==> src/rtl/serial_addsub.sv <==
// Bit-serial two's-complement adder/subtractor: one full-adder cell, one carry flop,
// operands streamed LSB-first, one bit per clock.
// Optional feature macro: SERIAL_ADDSUB_ZERO_EN adds a registered 'zero' flag output.
module serial_addsub #(
  parameter int unsigned WIDTH = 8
) (
  input  logic             clk,
  input  logic             rst_n,
  input  logic             start,
  input  logic             sub,
  input  logic [WIDTH-1:0] a,
  input  logic [WIDTH-1:0] b,
  output logic             busy,
  output logic             done,
  output logic [WIDTH-1:0] result,
  output logic             cout,
  output logic             ovf
`ifdef SERIAL_ADDSUB_ZERO_EN
  ,
  output logic             zero
`endif
);

  localparam int unsigned CNT_W = (WIDTH > 2) ? $clog2(WIDTH) : 1;

  typedef enum logic [1:0] {
    S_IDLE = 2'd0,
    S_RUN  = 2'd1,
    S_DONE = 2'd2
  } state_t;

  state_t           state, state_nxt;
  logic [WIDTH-1:0] op_a, op_a_nxt;
  logic [WIDTH-1:0] op_b, op_b_nxt;
  logic [WIDTH-1:0] sum_sr, sum_nxt;
  logic             carry, carry_nxt;
  logic [CNT_W-1:0] count, count_nxt;
  logic             busy_nxt, done_nxt;
  logic [WIDTH-1:0] result_nxt;
  logic             cout_nxt, ovf_nxt;
`ifdef SERIAL_ADDSUB_ZERO_EN
  logic             zero_nxt;
`endif

  logic             bit_s;
  logic             bit_c;
  logic [WIDTH-1:0] sum_shift;

  // Full-adder cell on the current LSBs and the shifted-in sum word
  always_comb begin
    bit_s     = op_a[0] ^ op_b[0] ^ carry;
    bit_c     = (op_a[0] & op_b[0]) | (op_a[0] & carry) | (op_b[0] & carry);
    sum_shift = WIDTH'({bit_s, sum_sr} >> 1);
  end

  // Next-state and next-output logic
  always_comb begin
    state_nxt  = state;
    op_a_nxt   = op_a;
    op_b_nxt   = op_b;
    sum_nxt    = sum_sr;
    carry_nxt  = carry;
    count_nxt  = count;
    busy_nxt   = busy;
    done_nxt   = 1'b0;
    result_nxt = result;
    cout_nxt   = cout;
    ovf_nxt    = ovf;
`ifdef SERIAL_ADDSUB_ZERO_EN
    zero_nxt   = zero;
`endif
    case (state)
      S_IDLE: begin
        if (start) begin
          op_a_nxt  = a;
          op_b_nxt  = sub ? ~b : b;
          carry_nxt = sub;
          count_nxt = '0;
          sum_nxt   = '0;
          busy_nxt  = 1'b1;
          state_nxt = S_RUN;
        end
      end
      S_RUN: begin
        sum_nxt   = sum_shift;
        op_a_nxt  = op_a >> 1;
        op_b_nxt  = op_b >> 1;
        carry_nxt = bit_c;
        count_nxt = count + CNT_W'(1);
        if (count == CNT_W'(WIDTH - 1)) begin
          // carry here is still the carry into the MSB
          result_nxt = sum_shift;
          cout_nxt   = bit_c;
          ovf_nxt    = carry ^ bit_c;
`ifdef SERIAL_ADDSUB_ZERO_EN
          zero_nxt   = (sum_shift == '0);
`endif
          busy_nxt   = 1'b0;
          done_nxt   = 1'b1;
          state_nxt  = S_DONE;
        end
      end
      S_DONE: begin
        state_nxt = S_IDLE;
      end
      default: begin
        state_nxt = S_IDLE;
        busy_nxt  = 1'b0;
      end
    endcase
  end

  // State, datapath and output registers
  always_ff @(posedge clk or negedge rst_n) begin
    if (!rst_n) begin
      state  <= S_IDLE;
      op_a   <= '0;
      op_b   <= '0;
      sum_sr <= '0;
      carry  <= 1'b0;
      count  <= '0;
      busy   <= 1'b0;
      done   <= 1'b0;
      result <= '0;
      cout   <= 1'b0;
      ovf    <= 1'b0;
`ifdef SERIAL_ADDSUB_ZERO_EN
      zero   <= 1'b0;
`endif
    end else begin
      state  <= state_nxt;
      op_a   <= op_a_nxt;
      op_b   <= op_b_nxt;
      sum_sr <= sum_nxt;
      carry  <= carry_nxt;
      count  <= count_nxt;
      busy   <= busy_nxt;
      done   <= done_nxt;
      result <= result_nxt;
      cout   <= cout_nxt;
      ovf    <= ovf_nxt;
`ifdef SERIAL_ADDSUB_ZERO_EN
      zero   <= zero_nxt;
`endif
    end
  end

endmodule

==> config.mk <==
export PLATFORM = sky130hd
export DESIGN_NAME = serial_addsub
export DESIGN_NICKNAME = d
export VERILOG_FILES = /design/src/rtl/serial_addsub.sv
export SDC_FILE = /design/constraint.sdc
export NUM_CORES = 1
export LEC_CHECK = 0
export ABC_AREA = 0
export CAP_MARGIN = 20
export CORE_MARGIN = 3
export CORE_UTILIZATION = 45
export DETAILED_ROUTE_END_ITERATION = 6
export GPL_TIMING_DRIVEN = 1
export PLACE_DENSITY = 0.7
export SLEW_MARGIN = 20
export SYNTH_ARGS = -nofsm -noshare
export SYNTH_HDL_FRONTEND = slang
export SYNTH_SLANG_ARGS = --single-unit
==> constraint.sdc <==
create_clock -name clk -period 2.7 [get_ports clk]
set_input_delay 0.27 -clock clk [delete_from_list [all_inputs] [get_ports clk]]
set_output_delay 0.27 -clock clk [all_outputs]
set_load 0.05 [all_outputs]
==> results of run 1 <==
==> power by group through the flow <==
| stage | clock network (mW) | logic, mW | registers (mW) |
|---|---|---|---|
| final | 0.395 | 0.950 | 1.04 |
| after CTS | 0.405 | 0.961 | 1.04 |
| after global routing | 0.432 | 1.03 | 1.08 |
| after detailed placement | 0 | 0.961 | 1.05 |
| after floorplan | 0 | 0.580 | 1.19 |
| after global placement | 0 | 0.931 | 1.04 |
==> per-layer routing <==
metal / track usage [%] / vias up
met4: 3.83 / 0
met2: 22.5 / 31
met5: 0 / -
met3: 3.04 / 5
li1: - / 560
met1: 19.6 / 576
==> layout by cell type (no fill, tap or decap), drive strengths merged <==
| cell | count |
|---|---|
| fa | 1 |
| nand3 | 1 |
| buf | 1 |
| mux2 | 10 |
| clkdlybuf4s50 | 30 |
| o21ai | 10 |
| o21bai | 1 |
| nand2 | 10 |
| a22oi | 8 |
| nand3b | 1 |
| nor2b | 3 |
| nor3b | 4 |
| a22o | 9 |
| a21oi | 2 |
| o2bb2ai | 1 |
| a222oi | 4 |
| clkbuf | 7 |
| nor2 | 2 |
| ha | 2 |
| xor2 | 8 |
| a221o | 3 |
| inv | 8 |
| xnor2 | 1 |
| a32o | 1 |
| dfrtp | 41 |
==> worst paths after layout <==
check	from	to	slack, ns	cells past startpoint
hold reg to reg	op_a[6]$_DFFE_PN0P_	op_a[6]$_DFFE_PN0P_	0.49	2
min in group clk	op_a[6]$_DFFE_PN0P_	op_a[6]$_DFFE_PN0P_	0.49	2
setup reg to reg	state[0]$_DFFE_PN0P_	op_a[2]$_DFFE_PN0P_	1.06	3
setup / recovery	busy$_DFFE_PN0P_	busy	0.96	1
max in group asynchronous	rst_n	result[0]$_DFFE_PN0P_	2.02	1
hold / removal	rst_n	ovf$_DFFE_PN0P_	0.11	1
==> state kept, by name (all words and copies together), names as in the netlist, 2 cells and up <==
| signal | count |
|---|---|
| op_b | 8 |
| sum_sr | 7 |
| count | 3 |
| state | 2 |
| op_a | 8 |
| result | 8 |
==> cell type report <==
type                    instances  area, um^2  area share (%)
clock buffers                   7        86.3            3.92
inverters                       8        30.0            1.36
multi-input cells              82         697            31.6
flip-flops and latches         41        1030            46.5
well taps                      48        60.1            2.72
repair buffers                 31         305            13.8
==> cells by family after synthesis <==
logic type	Yosys count	share of synthesized area [%]
buffers and inverters	18	5.62
AND/OR/NAND/NOR	21	7.20
XOR/XNOR	9	4.32
adder cells (fa/ha/maj)	3	2.47
multiplexers	10	7.40
AO/OA/AOI/OAI	39	16.8
flip-flops	41	56.2
==> metrics.yaml, run 1 <==
status: "finished clean"
initial_core_util_pct: 48.4
synth_top_area_share_pct: 56.2
first_pass_iters: 5
drive_above_1_share_pct: 12.4
power.density_nw_per_um2: 1080
ios: 32
syn_to_final_growth_pct: 20.8
fin_ws_ns: 0.955
ys_seq_elements: 41
clockPowerShare_pct: 16.5
drtIter0Drc: 47
critPathMaxStageDelay_ns: 0.81
slew_headroom_pct: 40.1
p_int_mw: 1.49
clkLatencyLatePin_ns: 0.28
chipWidth_um: 69.7
ys_types: 29
fin_crit_sh_pct: 64.6
hold_class: "primary input to asynchronous set/reset pin"
clk_pin_slew_worst_paths_ns: 0.08
max_freq_mhz: 573
irDropWorstVdd_mv: 0.377
root_buffer: "clkbuf_8"
dpl-instance-area_um2: 2120
cp_max_fo: 3
period_needed_ns: 1.74
grt_pass1_vias: 1196
numCtsBuffers: 5
synthArstFlopShare_pct: 100
cts_resized: 0
synth_largest_area_cell: "dfrtp_1"
coreArea_um2: 3770
cpLargestDelayFamily: "buffers and inverters"
ys_warn_count: 0
routed-wl-met2_um: 1460
cp-start-kind: "flop"
yosysMostFrequentCell: "dfrtp_1"
antenna_found_initial: 0
wl_um: 3150
route.met3.wl_um: 151
cp-end-kind: "output port"
arrival_ns: 1.47
gp_congestion: 0.739
grt.overflow.total: 0
yosys-top-cells-count: "dfrtp_1 (41), nand2_1 (10), o21ai_0 (10)"
synth_edf_count: 0
io_buffers: 31
synthesis.instances: 141
grt_start_max_net_pins: 42
drc: 0
yosysSeqAreaShare_pct: 56.2
setup_tns_ns: 0
utilization_pct: 58.5
path_cells: "clkdlybuf4s50_1"
finalSetupViolations: 0
worst_pin_slew_ns: 0.899
dieArea_um2: 4860
grt_pass1_wl_um: 5660
cp_slowest_cell: "clkdlybuf4s50_1"
vias: 1172
cts_setup_buffers: 0
stdcell_area_um2: 2200
p_leak_nw: 1.04
dp_slack_ns: 0.850
layout.nets: 192
pwr-share-seq_pct: 43.7
cts.htree.levels: 2
fillers: 291
rsz0062_at_grt: "no"
skew_ns: 0.00656
hold_buffers: 0
antenna_cells: 0
vias_per_cell: 5.40
drv_slew: 0
synth.avg_cell_area_um2: 12.9
wl_met1_um: 1510
cts_sinks: 41
ant_nets: 0
power_mw: 2.39
netlist_top_cells_area: "dfrtp_1 (56%), mux2_4 (4.9%), a22o_1 (4.3%)"
worst-path-buf-inv: 1
hold_violations: 0
drv_cap: 0
synth_flop_cell: "dfrtp_1"
switching_share_pct: 37.4
rows: 22
track_usage_pct: 14.1
netlist_area_um2: 1830
routed.top_layer: "met4"
syn_nets: 164
power_switching_mw: 0.892
crit_type: "flop to output port"
wl_per_cell_um: 14.5
hold_ws_ns: 0.106
cts_max_path_buffers: 2
die_y_um: 69.7
instances_no_fill: 217
dp_cells: 210
crit_required_ns: 2.43
cts_tree: "built"
power_frac_comb_pct: 39.8
dp_hpwl_um: 2140
(Power assumes the default switching activity.)
==> run 2: changes to the inputs <==
- PLACE_DENSITY: 0.7 -> 0.73
- clock period: 2.7 -> 1.4 ns (I/O delays scaled with it)
==> metrics.yaml, run 2 (synthesized netlist as in run 1, its figures left out) <==
status: "finished clean"
crit_type: "flop to flop"
cts_tree: "built"
arrival_ns: 1.55  # +0.08 ns
die_y_um: 69.7  # unchanged
dp_hpwl_um: 2470  # +15%
numCtsBuffers: 5  # unchanged
finalSetupViolations: 0  # unchanged
worst-path-buf-inv: 0  # -1
hold_ws_ns: 0.435  # +0.329 ns
ios: 32  # unchanged
gp_congestion: 0.849  # +15%
io_buffers: 31  # unchanged
chipWidth_um: 69.7  # unchanged
path_cells: "ha_2, ha_4, nand3b_4, mux2_2"
reg_top3: "op_a (8), op_b (8), result (8)"
p_leak_nw: 1.19  # +14%
coreArea_um2: 3770  # unchanged
hold_class: "primary input to asynchronous set/reset pin"
antenna_found_initial: 0  # unchanged
grt_pass1_wl_um: 6040  # +6.7%
grt_start_max_net_pins: 42  # unchanged
cp-end-kind: "flop"
dpl-instance-area_um2: 2270  # +7.2%
grt_pass1_vias: 1302  # +8.9%
rows: 22  # unchanged
clk_pin_slew_worst_paths_ns: 0.08  # about the same
fillers: 270  # -7.2%
hold_violations: 0  # unchanged
wl_um: 3480  # +10%
cpLargestDelayFamily: "flip-flops"
initial_core_util_pct: 48.4  # unchanged
utilization_pct: 65.1  # +6.6 points
power.density_nw_per_um2: 2120  # +96%
cts_sinks: 41  # unchanged
final_common_cell: "dfrtp_1"
dp_cells: 224  # +6.7%
crit_required_ns: 1.58  # -0.85 ns
layout.nets: 210  # +9.4%
vias_per_cell: 5.36  # -0.83%
drive_above_1_share_pct: 29.8  # +17 points
ant_nets: 0  # unchanged
cts.htree.levels: 2  # unchanged
cp_slowest_cell: "dfrtp_1"
cts_max_path_buffers: 2  # unchanged
grt.overflow.total: 0  # unchanged
wl_per_cell_um: 14.7  # +1.4%
drc: 0  # unchanged
first_pass_iters: 6  # +1
layout_common_cells: "dfrtp_1 (39), buf_4 (22), clkdlybuf4s50_1 (18)"
clkLatencyLatePin_ns: 0.29  # about the same
fin_crit_sh_pct: 98.1
root_buffer: "clkbuf_8"
instances_no_fill: 236  # +8.8%
dieArea_um2: 4860  # unchanged
drv_cap: 0  # unchanged
irDropWorstVdd_mv: 0.725  # +92%
worst_pin_slew_ns: 0.503  # -0.396 ns
vias: 1264  # +7.8%
critPathMaxStageDelay_ns: 0.40  # -0.41 ns
rsz0062_at_grt: "yes"
syn_to_final_growth_pct: 34.5
period_needed_ns: 1.37
skew_ns: 0.00451  # -0.00204 ns
setup_tns_ns: 0  # unchanged
drv_slew: 0  # unchanged
max_freq_mhz: 728
cp_max_fo: 6  # +3
stdcell_area_um2: 2450  # +11%
antenna_cells: 0  # unchanged
drtIter0Drc: 78  # +66%
slew_headroom_pct: 66.4  # +26 points
cp-start-kind: "flop"
track_usage_pct: 15.4  # +1.3 points
## run 2: repair_timing
action / CTS / global route
endpoints found under the setup margin: 10 / 8
hold endpoints to repair: 41 / 0
resized for setup: 3 / 4
gates cloned: 1 / 0
hold buffers: 1 / 0
buffers inserted: 0 / 2
## run 2: report_power, final
group	internal [mW]	leakage, nW	switching [mW]
logic	1.12	0.600	1.07
registers	1.65	0.529	0.397
clock network	0.579	0.0574	0.397
## run 2: tightest hold or removal path, delay by kind of cell
| kind | cells | cell delay, ns |
|---|---|---|
| buffers and inverters | 3 | 1.03 |
## run 2: metal layers
metal | global-route usage [%] | vias to the layer above | share of wire, %
met5 | 0 | - | 0
met4 | 4.47 | 0 | 0.81
met3 | 4.64 | 5 | 5.1
met2 | 24.7 | 34 | 48
met1 | 20.3 | 628 | 46
li1 | - | 597 | -
## run 2: metrics by stage
stage | worst slack [ns] | power (mW)
after detailed placement | -0.0809 | 4.16
final | 0.0272 | 5.21
after CTS | 0.0108 | 5.19
after floorplan | 0.00183 | 3.41
after global placement | -0.0164 | 4.06
after global routing | -0.0198 | 5.53
## run 2: layout make-up
cell class / count / area, um^2 / area share (%)
multi-input combinational: 83 / 736 / 30.0
tap: 48 / 60.1 / 2.45
clock buffer: 6 / 82.6 / 3.36
clock inverter: 2 / 37.5 / 1.53
sequential: 41 / 1030 / 41.9
timing repair buffer: 48 / 480 / 19.6
inverter: 8 / 30.0 / 1.22
## run 2: path summary, 6_finish.rpt
check / from / to / slack (ns) / cells after the start
max: count[1]$_DFFE_PN0P_ / result[5]$_DFFE_PN0P_ / 0.03 / 4
min: rst_n / done$_DFF_PN0_ / 0.44 / 3
max reg2reg: count[1]$_DFFE_PN0P_ / result[5]$_DFFE_PN0P_ / 0.03 / 4
min reg2reg: op_a[5]$_DFFE_PN0P_ / op_a[5]$_DFFE_PN0P_ / 0.50 / 2
max in group asynchronous: rst_n / state[0]$_DFFE_PN0P_ / 0.59 / 3
min in group clk: a[7] / op_a[7]$_DFFE_PN0P_ / 0.49 / 2
